$ cat config.mk
export PLATFORM = sky130hd
export DESIGN_NAME = ivl_uvm_rr_arbiter_flat
export DESIGN_NICKNAME = d
export VERILOG_FILES = /design/src/rtl/ivl_uvm_rr_arbiter_pkg.sv /design/src/rtl/ivl_uvm_rr_arbiter_if.sv /design/src/rtl/ivl_uvm_rr_arbiter_pick.sv /design/src/rtl/ivl_uvm_rr_arbiter.sv /design/src/flat_wrapper.sv
export SDC_FILE = /design/constraint.sdc
export NUM_CORES = 1
export LEC_CHECK = 0
export CORE_MARGIN = 5
export CORE_UTILIZATION = 45
export DETAILED_ROUTE_END_ITERATION = 8
export GPL_ROUTABILITY_DRIVEN = 0
export PLACE_DENSITY = 0.72
export SYNTH_ARGS = -nofsm -noshare
export SYNTH_HDL_FRONTEND = slang
export SYNTH_HIERARCHICAL = 1
export SYNTH_SLANG_ARGS = --single-unit
export TNS_END_PERCENT = 100
$ cat constraint.sdc
create_clock -name clk -period 2.8 [get_ports clk]
set_clock_uncertainty 0.2 [all_clocks]
set_input_delay 0.7 -clock clk [delete_from_list [all_inputs] [get_ports clk]]
set_output_delay 0.7 -clock clk [all_outputs]
set_load 0.02 [all_outputs]
$ cat src/rtl/ivl_uvm_rr_arbiter_pkg.sv
// ---------------------------------------------------------------------------
// ivl_uvm_arb_pkg
// Shared definitions for the round-robin arbiter slice: the arbiter FSM state
// type and the default values of the WIDTH and MAX_HOLD parameters.
// No ports (package).
// ---------------------------------------------------------------------------
package ivl_uvm_arb_pkg;

  // Default number of requesters (legal 2..16).
  localparam int DEF_WIDTH    = 4;
  // Default maximum grant tenure in clock cycles (legal 1..255).
  localparam int DEF_MAX_HOLD = 8;

  typedef enum logic {
    IDLE  = 1'b0,
    GRANT = 1'b1
  } arb_state_e;

endpackage : ivl_uvm_arb_pkg

$ cat src/rtl/ivl_uvm_rr_arbiter_if.sv
// ---------------------------------------------------------------------------
// ivl_uvm_rr_arbiter_if
// Request/grant bundle between the requester side and the arbiter.
//   en        : arbitration enable            (master -> slave)
//   req       : request vector, bit i = req i (master -> slave)
//   gnt       : registered zero-or-one-hot grant (slave -> master)
//   gnt_valid : high exactly when gnt is non-zero (slave -> master)
//   gnt_idx   : index of the granted bit, 0 when idle (slave -> master)
// Modports: master (requester side), slave (arbiter).
// ---------------------------------------------------------------------------
interface ivl_uvm_rr_arbiter_if
  import ivl_uvm_arb_pkg::*;
#(
  parameter int WIDTH = DEF_WIDTH
);
  localparam int IW = $clog2(WIDTH);

  logic             en;
  logic [WIDTH-1:0] req;
  logic [WIDTH-1:0] gnt;
  logic             gnt_valid;
  logic [IW-1:0]    gnt_idx;

  modport master (
    output en,
    output req,
    input  gnt,
    input  gnt_valid,
    input  gnt_idx
  );

  modport slave (
    input  en,
    input  req,
    output gnt,
    output gnt_valid,
    output gnt_idx
  );

endinterface : ivl_uvm_rr_arbiter_if

$ cat src/rtl/ivl_uvm_rr_arbiter_pick.sv
// ---------------------------------------------------------------------------
// ivl_uvm_rr_pick
// Purely combinational round-robin selector: finds the first set request bit
// at or above ptr_i, wrapping around past WIDTH-1 to 0.
//   req_i    : request vector
//   ptr_i    : search start index (always < WIDTH)
//   onehot_o : one-hot of the selected requester, 0 when none
//   idx_o    : index of the selected requester, 0 when none
//   found_o  : at least one request bit set
// ---------------------------------------------------------------------------
module ivl_uvm_rr_pick
  import ivl_uvm_arb_pkg::*;
#(
  parameter int WIDTH = DEF_WIDTH
) (
  input  logic [WIDTH-1:0]         req_i,
  input  logic [$clog2(WIDTH)-1:0] ptr_i,
  output logic [WIDTH-1:0]         onehot_o,
  output logic [$clog2(WIDTH)-1:0] idx_o,
  output logic                     found_o
);

  localparam int IW = $clog2(WIDTH);
  localparam logic [IW:0] W_L = (IW+1)'(WIDTH);

  logic [WIDTH-1:0] rot;
  logic [IW-1:0]    k;
  logic [IW:0]      sum;

  always_comb begin
    // Rotate so that bit ptr_i lands at position 0; the doubled vector
    // supplies the wrapped-around bits.
    rot     = WIDTH'({req_i, req_i} >> ptr_i);
    found_o = |rot;
    k       = '0;
    // Descending scan leaves the lowest set bit in k.
    for (int i = WIDTH-1; i >= 0; i--) begin
      if (rot[i]) k = IW'(i);
    end
    // Rotate back: (k + ptr) mod WIDTH.
    sum = {1'b0, k} + {1'b0, ptr_i};
    if (sum >= W_L) sum = sum - W_L;
    idx_o    = found_o ? sum[IW-1:0] : '0;
    onehot_o = found_o ? (WIDTH'(1) << idx_o) : '0;
  end

endmodule : ivl_uvm_rr_pick

$ cat src/rtl/ivl_uvm_rr_arbiter.sv
// ---------------------------------------------------------------------------
// ivl_uvm_rr_arbiter
// Round-robin arbiter with bounded grant tenure. A grant is held while its
// requester keeps req high, up to MAX_HOLD cycles, then rotates to the next
// pending requester. All outputs are registered.
//   clk : sole clock, rising edge
//   rst : synchronous active-high reset, priority over everything
//   bus : ivl_uvm_rr_arbiter_if.slave (en, req in; gnt, gnt_valid, gnt_idx out)
// ---------------------------------------------------------------------------
module ivl_uvm_rr_arbiter
  import ivl_uvm_arb_pkg::*;
#(
  parameter int WIDTH    = DEF_WIDTH,
  parameter int MAX_HOLD = DEF_MAX_HOLD
) (
  input  logic                clk,
  input  logic                rst,
  ivl_uvm_rr_arbiter_if.slave bus
);

  localparam int IW = $clog2(WIDTH);
  localparam int CW = $clog2(MAX_HOLD+1);

  arb_state_e       state_q, state_d;
  logic [IW-1:0]    ptr_q,   ptr_d;
  logic [CW-1:0]    cnt_q,   cnt_d;
  logic [WIDTH-1:0] gnt_q,   gnt_d;
  logic [IW-1:0]    idx_q,   idx_d;
  logic             vld_q,   vld_d;

  logic [WIDTH-1:0] pick_onehot;
  logic [IW-1:0]    pick_idx;
  logic             pick_found;
  logic             hold;

  // ptr_q always points one past the last grant, so a release or a tenure
  // expiry searches the other requesters first and the holder comes last.
  ivl_uvm_rr_pick #(
    .WIDTH (WIDTH)
  ) u_pick (
    .req_i    (bus.req),
    .ptr_i    (ptr_q),
    .onehot_o (pick_onehot),
    .idx_o    (pick_idx),
    .found_o  (pick_found)
  );

  always_comb begin
    state_d = state_q;
    ptr_d   = ptr_q;
    cnt_d   = cnt_q;
    gnt_d   = gnt_q;
    idx_d   = idx_q;
    vld_d   = vld_q;

    hold = (state_q == GRANT) && bus.req[idx_q] && (cnt_q < CW'(MAX_HOLD));

    if (!bus.en) begin
      // Disable drops the grant but keeps ptr for fairness.
      state_d = IDLE;
      gnt_d   = '0;
      idx_d   = '0;
      vld_d   = 1'b0;
      cnt_d   = '0;
    end else if (hold) begin
      cnt_d = cnt_q + CW'(1);
    end else if (pick_found) begin
      // New grant (from IDLE, after release, or forced rotation).
      state_d = GRANT;
      gnt_d   = pick_onehot;
      idx_d   = pick_idx;
      vld_d   = 1'b1;
      cnt_d   = CW'(1);
      ptr_d   = (pick_idx == IW'(WIDTH-1)) ? '0 : pick_idx + IW'(1);
    end else begin
      state_d = IDLE;
      gnt_d   = '0;
      idx_d   = '0;
      vld_d   = 1'b0;
      cnt_d   = '0;
    end
  end

  always_ff @(posedge clk) begin
    if (rst) begin
      state_q <= IDLE;
      ptr_q   <= '0;
      cnt_q   <= '0;
      gnt_q   <= '0;
      idx_q   <= '0;
      vld_q   <= 1'b0;
    end else begin
      state_q <= state_d;
      ptr_q   <= ptr_d;
      cnt_q   <= cnt_d;
      gnt_q   <= gnt_d;
      idx_q   <= idx_d;
      vld_q   <= vld_d;
    end
  end

  assign bus.gnt       = gnt_q;
  assign bus.gnt_valid = vld_q;
  assign bus.gnt_idx   = idx_q;

endmodule : ivl_uvm_rr_arbiter

$ cat src/flat_wrapper.sv
// flat-port wrapper written by rule: the top's interface ports become plain ports
module ivl_uvm_rr_arbiter_flat import ivl_uvm_arb_pkg::*;
#(
  parameter int WIDTH    = DEF_WIDTH,
  parameter int MAX_HOLD = DEF_MAX_HOLD
)
  (clk, rst, bus_en, bus_req, bus_gnt, bus_gnt_valid, bus_gnt_idx);
  ivl_uvm_rr_arbiter_if #(.WIDTH(WIDTH)) bus_i ();
  input  logic clk;
  input  logic rst;
  input wire logic [$bits(bus_i.en)-1:0] bus_en;
  input wire logic [$bits(bus_i.req)-1:0] bus_req;
  output wire logic [$bits(bus_i.gnt)-1:0] bus_gnt;
  output wire logic [$bits(bus_i.gnt_valid)-1:0] bus_gnt_valid;
  output wire logic [$bits(bus_i.gnt_idx)-1:0] bus_gnt_idx;
  assign bus_i.en = bus_en;
  assign bus_i.req = bus_req;
  assign bus_gnt = bus_i.gnt;
  assign bus_gnt_valid = bus_i.gnt_valid;
  assign bus_gnt_idx = bus_i.gnt_idx;
  ivl_uvm_rr_arbiter #(.WIDTH(WIDTH), .MAX_HOLD(MAX_HOLD)) u_core (.clk(clk), .rst(rst), .bus(bus_i));
endmodule
# Word-level counts from Yosys, hierarchy flattened
# Cells that the tools add are included.
op_classes:
  shift: 2
  n_lt_le_gt_ge: 3
  n_reduce_logical: 5
  muxes: 14
  n_bitwise: 2
  mul: 0
  add_sub_neg: 4
  n_eq_ne: 1
  div_mod_pow: 0
ops:
  columns: ["op", "count"]
  rows:
  - ["$mux 2", 8]
  - ["$mux 4", 2]
  - ["$shr 8x2->4", 1]
  - ["$add 4x1->4 const B", 1]
  - ["$lt 4x4->1 const B", 1]
  - ["$reduce_or 4->1", 1]
  - ["$shl 1x2->4 const A", 1]
  - ["$add 2x2->3", 1]
  - ["$ge 3x3->1 const B", 1]
  - ["$lt 2x3->1 const B", 1]
  - ["$mux 1", 3]
  - ["$reduce_and 3->1", 1]
  - ["$add 2x1->2 const B", 1]
  - ["$bmux 1 s2", 1]
  - ["$eq 2x2->1 const B", 1]
  - ["$logic_and 1x1->1", 2]
  - ["$not 1->1", 2]
  - ["$reduce_or 2->1", 1]
  - ["$sub 2x1->2 const B", 1]
totals:
  in_bits: 7
  ramBits: 0
  mem_bits_ro: 0
  n_memories: 0
  reg_bits: 13
  latchBits: 0

# Logic depth before layout (Yosys ltp)
# Gate-level depths: netlist of the first run.
depth:
  depth_word: 11
  mapped_depth: 12

# Cells and area by module
# The synthesis of the first run kept the hierarchy.
by_module_without_submodules:
  columns: ["mod", "instances", "cells_per_inst", "area_per_inst_um2"]
  rows:
  - ["ivl_uvm_rr_arbiter", 1, 65, 566.8]
  - ["ivl_uvm_rr_pick", 1, 38, 246.5]

# Worst setup path after synthesis of the first run
# OpenSTA, ideal clock, no wires.
synth_timing:
  path_kind: "input -> register"
  start: "input bus_req[2]"
  end: "register u_core.ptr_q[0]"
  path_buffers: 0
  setup_slack_ns: -0.092
  setup_time_ns: 0.070
  path_stages: 8
  arrival_ns: 2.622
  path_cell_list: "or4_1 o21ai_0 a211o_1 ha_1 and2_1 ha_1 or4_1 a21oi_1"
synth_between:
  elab_chain_cells: 11
  word_cells_on_any_way: 20
  classes_between: "3 x add/sub; 1 x order compare; 1 x eq/ne; 1 x shift; 9 x mux; 1 x bitwise; 4 x reduce/logical"
synth_rtl:
  columns: ["element", "line_no", "rtl"]
  rows:
  - ["start, declared", "flat_wrapper.sv:12", "input wire logic [$bits(bus_i.req)-1:0] bus_req;"]
  - ["$shr 8x2->4 *", "ivl_uvm_rr_arbiter_pick.sv:33", "rot = WIDTH'({req_i, req_i} >> ptr_i);"]
  - ["$mux 2 (4 in series)", "ivl_uvm_rr_arbiter_pick.sv:38", "if (rot[i]) k = IW'(i);"]
  - ["$add 2x2->3", "ivl_uvm_rr_arbiter_pick.sv:41", "sum = {1'b0, k} + {1'b0, ptr_i};"]
  - ["$ge 3x3->1 / $sub 2x1->2 (equally long branches)", "ivl_uvm_rr_arbiter_pick.sv:42", "if (sum >= W_L) sum = sum - W_L;"]
  - ["$mux 2", "ivl_uvm_rr_arbiter_pick.sv:42", null]
  - ["$mux 2 *", "ivl_uvm_rr_arbiter_pick.sv:43", "idx_o = found_o ? sum[IW-1:0] : '0;"]
  - ["via u_core.pick_idx[0]", "ivl_uvm_rr_arbiter.sv:32", "logic [IW-1:0] pick_idx;"]
  - ["$add 2x1->2 / $eq 2x2->1 (equally long branches)", "ivl_uvm_rr_arbiter.sv:74", "ptr_d = (pick_idx == IW'(WIDTH-1)) ? '0 : pick_idx + IW'(1);"]
  - ["$mux 2 *", "ivl_uvm_rr_arbiter.sv:74", null]
  - ["end signal, assigned", "ivl_uvm_rr_arbiter.sv:94", "ptr_q <= ptr_d;"]
  - ["end, declared", "ivl_uvm_rr_arbiter.sv:25", "logic [IW-1:0] ptr_q, ptr_d;"]
# The timed path passes the listed nets; every way through them passes the cells marked *. The select of a mux whose other input is x is not followed.
# A chain may end at the register's enable or synchronous reset.

# Final worst setup path of the first run
# Ends and elaborated chain as after synthesis.

==> results of run 1 <==
## per-layer routing
layer | track usage, % | vias to the layer above | wire length, um
li1 | - | 439 | -
met4 | 2.98 | 0 | 0
met2 | 27.5 | 25 | 1030
met1 | 21.1 | 403 | 925
met3 | 6.84 | 0 | 107
met5 | 0 | - | 0
## cells in the mapped netlist
library cell | n | share of area [%]
a211o_1 | 1 | 1.1
dfxtp_1 | 13 | 32
a211o_2 | 1 | 1.2
and2_1 | 1 | 0.77
o22ai_1 | 2 | 1.5
inv_1 | 2 | 0.92
or4_1 | 2 | 1.8
mux2i_1 | 1 | 1.2
buf_6 | 1 | 1.4
or3b_4 | 1 | 1.4
nand2_1 | 20 | 9.2
buf_2 | 1 | 0.61
a21oi_2 | 3 | 3.2
or3_1 | 1 | 0.77
or2_1 | 1 | 0.77
o21a_1 | 1 | 0.92
and3b_1 | 1 | 1.1
nor3_1 | 1 | 0.61
or3_2 | 1 | 0.92
nor2_1 | 9 | 4.2
a211oi_1 | 1 | 0.92
a21oi_1 | 8 | 4.9
buf_4 | 1 | 0.92
and2b_1 | 1 | 0.92
nand3b_1 | 2 | 1.8
nand3_1 | 2 | 1.2
or3b_1 | 1 | 1.1
o2bb2ai_2 | 1 | 1.8
ha_1 | 3 | 4.6
o21ai_0 | 5 | 3.1
nand4_1 | 1 | 0.77
mux2_4 | 1 | 1.8
buf_1 | 1 | 0.46
o211ai_1 | 1 | 0.92
o2bb2ai_1 | 1 | 1.1
a21boi_2 | 1 | 1.4
xnor2_1 | 1 | 1.1
nand2b_1 | 3 | 2.3
or2_2 | 4 | 3.1
## flip-flops by register name, summed over array words and instances, names as in the netlist
signal and cells:
u_core/bus.gnt 4, u_core/cnt_q 4, u_core/bus.gnt_valid 1, u_core/bus.gnt_idx 2
u_core/ptr_q 2
## worst max-delay path, delay by kind of cell
family                     cells  cell delay (ns)
buffers and inverters          1             0.12
adders and majority gates      2             0.40
AOI/OAI and AO/OA              3             0.39
and+or+nand+nor                3             1.13
## power groups by stage
stage | clock network [mW] | logic [mW] | registers (mW)
floorplan | 0 | 0.184 | 0.231
global placement | 0 | 0.285 | 0.224
detailed placement | 0 | 0.293 | 0.225
CTS | 0.120 | 0.315 | 0.221
global route | 0.132 | 0.360 | 0.226
finish | 0.114 | 0.329 | 0.223
## layout make-up
| class | instances | area share [%] |
|---|---|---|
| tap | 25 | 2.63 |
| multi-input combinational | 84 | 47.0 |
| sequential | 13 | 22.0 |
| inverter | 2 | 0.630 |
| timing repair buffer | 39 | 25.6 |
| clock buffer | 4 | 2.21 |
## cells by family after synthesis
group / share of synthesized area (%)
buffers and inverters: 4.31
xor gates and xnor gates: 1.08
adders and majority gates: 4.62
and+or+nand+nor: 32.8
AOI/OAI and AO/OA: 22.2
DFF: 32.0
muxes: 3.08
## worst min-delay path by stage
stage	from	endpoint	slack, ns
2_1_floorplan	u_core/cnt_q[1]	u_core/cnt_q[3]	0.23
3_3_place_gp	u_core/cnt_q[1]	u_core/cnt_q[3]	0.24
3_5_place_dp	u_core/bus.gnt[0]	u_core/bus.gnt[0]	0.25
4_1_cts	u_core/cnt_q[1]	u_core/cnt_q[3]	0.26
5_1_grt	u_core/bus.gnt[2]	u_core/bus.gnt[2]	0.29
6_report	u_core/cnt_q[1]	u_core/cnt_q[3]	0.25
## repair_timing
item / in CTS / in global routing
pin swaps: 9 / 2
hold endpoints to repair: 0 / 0
resized for setup: 13 / 8
hold buffers: 0 / 0
buffers inserted: 7 / 1
setup endpoints to repair: 7 / 6
## layout by cell type, fill, tap and decap left out, types with 2 or more instances in the layout
master and n:
a21oi_1 7, a21oi_2 3, buf_2 3, buf_4 26
clkbuf_4 3, clkdlybuf4s50_1 9, dfxtp_1 12, ha_1 2
inv_1 2, nand2_1 19, nand2b_1 3, nand3_1 2
nand3b_1 2, nor2_1 8, o21ai_0 4, o22ai_1 2
or2_2 4, or4_1 2
==> metrics.md, run 1 <==
| Metric | Value |
|---|---|
| Hold Path Depth | `2` |
| Initial antenna violation count | `0` |
| Slew headroom | `77.6%` |
| Final Critical Period | `2.75 ns` |
| Final period util | `98.1%` |
| Die height | `52.5 um` |
| Mapped Cells | `103` |
| Worst Tran Pin Value | `0.335 ns` |
| Reg2reg start | `u_core/ptr_q[0]` |
| RSZ-0062 raised after global routing | `false` |
| WL final | `2.06 mm` |
| Critical path's slowest cell | `or4_1` |
| Htree depth | `1` |
| First-pass GRT wire length | `3.50 mm` |
| Core ar. | `0.00173 mm^2` |
| Row count | `15` |
| Fmax achieved | `0.364 GHz` |
| Multi-input gate area | `559 um^2` |
| GR Util All Layers | `16.9%` |
| Vias per Instance | `5.19` |
| CTS tree | `yes` |
| ANT cells | `0` |
| CP Launch Type | `input port` |
| Detail Route Antenna Nets | `0` |
| Syn Area/Cell | `7.90 um^2` |
| Top cell by count, worst path | `or4_1` |
| Initial core utilization | `47.1%` |
| Finished Core Util | `69.0%` |
| Max Cap Viol | `0` |
| Final Setup Violations | `0` |
| Yosys warns | `6` |
| RR Endpoint | `u_core/ptr_q[0]` |
| Gate power share | `49.4%` |
| Cell internal pwr | `445 uW` |
| CP Data Required Time | `2.81 ns` |
| Register area share after synthesis | `32.0%` |
| Sum Neg Setup Slack | `0 ns` |
| Tightest Hold Check Type | `flop to flop` |
| Sw Ratio | `33.2%` |
| DP HPWL | `1.50 mm` |
| WP data arrival | `2.75 ns` |
| Crit Path Category | `input port to flop` |
| Io pins | `14` |
| Endpoints failing hold | `0` |
| CP Cell Sequence | `buf_2, or4_1, o21ai_1, a211o_1, ha_4, and2_4, ha_1, or4_1, a21oi_1` |
| Max-slew violations | `0` |
| Yosys reg bits | `13` |
| Vias in the first global route | `839` |
| Pre-CTS WS | `-0.644 ns` |
| Worst vdd ir | `0.000327 V` |
| Crit path from | `bus_req[2]` |
| Synth-to-Final Area Change | `46.5%` |
| Status | `finished clean` |
| Clk buf depth | `2` |
| Num CTS Buffers | `3` |
| Nets | `153` |
| Largest net degree at the start of global routing | `12` |
| CTS sink cnt | `13` |
| Grt total ovfl | `0` |
| Crit end category | `flop` |
| Die Width | `52.5 um` |
| Design Area, Final | `0.00119 mm^2` |
| Clock Power Share | `17.1%` |
| P_sw | `221 uW` |
| DR WL/cell | `12.3 um` |
| Leak | `0.494 nW` |
| FF/Latch Area | `262 um^2` |
| Pwr Total | `665 uW` |
| Clock-pin slew on the worst setup and hold paths | `0.08 ns` |
| Seq pwr share | `33.5%` |
| Residual DRC | `0` |
| Crit-path max cell delay | `0.50 ns` |
| Worst-path fanout max | `4` |
| Net Count, Synth | `113` |
| DRT Pass-1 Iters | `4` |
| Clock root buffer | `clkbuf_4` |
| Number of fill cells | `155` |
| PnR worst setup slack | `0.0539 ns` |
| Worst-Skew Late Latency | `0.27 ns` |
| Layout cells sized above 1 | `37.3%` |
| Worst Reg2Reg Path Length in Cells | `8` |
| Routed vias | `867` |
| Port Buffers | `13` |
| Area of placed instances | `0.00110 mm^2` |
| Fin cells | `167` |
| Post-Syn Area | `813 um^2` |
| DRT iter0 DRCs | `13` |
| Netlist cell types | `39` |
| Die Area | `0.00276 mm^2` |
| Cells after DPL | `155` |
| Power Density | `559 mW/mm^2` |
| WHS | `0.254 ns` |
| Reg2Reg Setup Slack | `0.21 ns` |
| End of the critical path | `u_core/ptr_q[0]` |
Power figures use the tool's default switching activity.
==> run 2: changes to the inputs <==
--- a/config.mk
+++ b/config.mk
@@ -10,6 +10,8 @@
 export DETAILED_ROUTE_END_ITERATION = 8
 export GPL_ROUTABILITY_DRIVEN = 0
 export PLACE_DENSITY = 0.72
+export RECOVER_POWER = 50
+export SETUP_SLACK_MARGIN = 0.05
 export SYNTH_ARGS = -nofsm -noshare
 export SYNTH_HDL_FRONTEND = slang
 export SYNTH_HIERARCHICAL = 1
==> run 2 against run 1 <==
Sequential share of layout area increased by 0.63 points. Core utilization decreased by 2.2 points. Cell count decreased by 4.2%. Clock power about the same. First-iteration DRC count decreased by 7.7%. Via count decreased by 6.3%. Critical endpoint unchanged.
==> metrics.md, run 2 (synthesis gave the netlist of run 1 again) <==
| Metric | Value |
|---|---|
| Finished Core Util | `66.7% (was 69.0%)` |
| Commonest non-fill, non-tap cell in the layout | `nand2_1 (was buf_4)` |
| CTS tree | `yes (unchanged)` |
| Hold Path Depth | `2 (unchanged)` |
| PnR worst setup slack | `0.0685 ns (was 0.0539 ns)` |
| Sum Neg Setup Slack | `0 ns (unchanged)` |
| Cell internal pwr | `434 uW (was 445 uW)` |
| Clock root buffer | `clkbuf_4 (unchanged)` |
| WP data arrival | `2.75 ns (about the same)` |
| Max-slew violations | `0 (unchanged)` |
| Crit end category | `flop (unchanged)` |
| Nets | `146 (was 153)` |
| Residual DRC | `0 (unchanged)` |
| Num CTS Buffers | `3 (unchanged)` |
| Worst Reg2Reg Path Length in Cells | `9 (was 8)` |
| DRT Pass-1 Iters | `4 (unchanged)` |
| Die Area | `0.00276 mm^2 (unchanged)` |
| Worst-path fanout max | `4 (unchanged)` |
| CTS sink cnt | `13 (unchanged)` |
| Final Setup Violations | `0 (unchanged)` |
| Sw Ratio | `33.2% (about the same)` |
| Status | `finished clean (unchanged)` |
| Gate power share | `48.6% (was 49.4%)` |
| Core ar. | `0.00173 mm^2 (unchanged)` |
| Slew headroom | `78.8% (was 77.6%)` |
| WHS | `0.251 ns (was 0.254 ns)` |
| FF/Latch Area | `260 um^2 (was 262 um^2)` |
| Initial antenna violation count | `0 (unchanged)` |
| DR WL/cell | `11.2 um (was 12.3 um)` |
| Seq pwr share | `33.8% (was 33.5%)` |
| Detail Route Antenna Nets | `0 (unchanged)` |
| Largest net degree at the start of global routing | `11 (was 12)` |
| Die height | `52.5 um (unchanged)` |
| Worst-Skew Late Latency | `0.27 ns (about the same)` |
| P_sw | `216 uW (was 221 uW)` |
| Max Cap Viol | `0 (unchanged)` |
| Endpoints failing hold | `0 (unchanged)` |
| CP Launch Type | `input port (unchanged)` |
| Fin cells | `160 (was 167)` |
| ANT cells | `0 (unchanged)` |
| RSZ-0062 raised after global routing | `false (unchanged)` |
| GR Util All Layers | `14.7% (was 16.9%)` |
| Pre-CTS WS | `-0.570 ns (was -0.644 ns)` |
| Fmax achieved | `0.366 GHz (was 0.364 GHz)` |
| Cells after DPL | `153 (was 155)` |
| First-pass GRT wire length | `3.04 mm (was 3.50 mm)` |
| Worst vdd ir | `0.000323 V (was 0.000327 V)` |
| Final Critical Period | `2.73 ns (was 2.75 ns)` |
| Routed vias | `812 (was 867)` |
| Clk buf depth | `2 (unchanged)` |
| Leak | `0.469 nW (was 0.494 nW)` |
| Number of fill cells | `158 (was 155)` |
| Grt total ovfl | `0 (unchanged)` |
| Vias in the first global route | `757 (was 839)` |
| Worst Tran Pin Value | `0.319 ns (was 0.335 ns)` |
| Crit Path Category | `input port to flop (unchanged)` |
| Reg2reg start | `u_core/ptr_q[0] (unchanged)` |
| Vias per Instance | `5.08 (was 5.19)` |
| Multi-input gate area | `564 um^2 (was 559 um^2)` |
| Row count | `15 (unchanged)` |
| Design Area, Final | `0.00115 mm^2 (was 0.00119 mm^2)` |
| Layout cells sized above 1 | `31.9% (was 37.3%)` |
| Pwr Total | `649 uW (was 665 uW)` |
| Die Width | `52.5 um (unchanged)` |
| Clock-pin slew on the worst setup and hold paths | `0.08 ns (about the same)` |
| CP Data Required Time | `2.81 ns (about the same)` |
| Initial core utilization | `47.1% (unchanged)` |
| Synth-to-Final Area Change | `41.7% (was 46.5%)` |
| Tightest Hold Check Type | `flop to flop (unchanged)` |
| WL final | `1.80 mm (was 2.06 mm)` |
| Area of placed instances | `0.00111 mm^2 (was 0.00110 mm^2)` |
| Port Buffers | `13 (unchanged)` |
| DP HPWL | `1.44 mm (was 1.50 mm)` |
| Most frequent cells in the layout | `19 x nand2_1, 17 x buf_4, 13 x dfxtp_1, 7 x a21oi_1, 7 x nor2_1 (was 26 x buf_4, 19 x nand2_1, 12 x dfxtp_1, 9 x clkdlybuf4s50_1, 8 x nor2_1)` |
| Power Density | `564 mW/mm^2 (was 559 mW/mm^2)` |
| Clock Power Share | `17.5% (was 17.1%)` |
| Final period util | `97.6% (was 98.1%)` |
| Crit path from | `bus_req[2] (unchanged)` |
| Worst Hold Launch | `u_core/bus.gnt[0] (was u_core/cnt_q[1])` |
| Io pins | `14 (unchanged)` |
| Htree depth | `1 (unchanged)` |
| DRT iter0 DRCs | `12 (was 13)` |
[run 2: cell types whose count changed in the layout (fill, tap and decap cells not counted), sizes merged]
cell           previous run  this run
clkdlybuf4s50             9         4
buf                      29        20
clkbuf                    5         7
dlygate4sd3               0         5
[run 2: what timing repair did]
item                       in CTS  in global routing
gates resized for setup        16                  9
setup endpoints to repair       7                  5
pin swaps                       6                  9
hold buffers                    0                  0
setup buffers                   1                  2
[run 2: layout make-up]
class                   count  area share (%)
well taps                  25            2.71
repair buffers             32            22.8
multi-input cells          84            49.0
inverters                   2           0.651
clock buffers               4            2.28
flip-flops and latches     13            22.6
[run 2: worst max-delay path: stages]
cell	delay, ns
buf_6	0.10
or4_1	0.51
o21ai_1	0.10
a211o_1	0.15
ha_4	0.14
or3b_4	0.15
nand2_4	0.06
ha_4	0.16
or4_4	0.53
a21oi_2	0.15
[run 2: metal layers]
| layer | global-route usage (%) | share of wire (%) |
|---|---|---|
| met5 | 0 | 0 |
| met4 | 5.53 | 1.0 |
| met3 | 5.13 | 3.3 |
| met2 | 24.2 | 48 |
| met1 | 17.5 | 48 |
[run 2: power groups by stage]
stage          logic, mW  clock network [mW]  registers (mW)
5_1_grt            0.348               0.125           0.223
6_report           0.316               0.114           0.220
3_3_place_gp       0.293                   0           0.225
3_5_place_dp       0.300                   0           0.225
2_1_floorplan      0.197                   0           0.231
4_1_cts            0.306               0.118           0.220
[run 2: path summary, 6_finish.rpt]
| check | endpoint | slack (ns) |
|---|---|---|
| worst max-delay path | u_core/ptr_q[0] | 0.07 |
| worst min-delay path | u_core/bus.gnt[0] | 0.25 |
| worst max register to register | u_core/ptr_q[0] | 0.18 |
| worst min register to register | u_core/bus.gnt[0] | 0.25 |
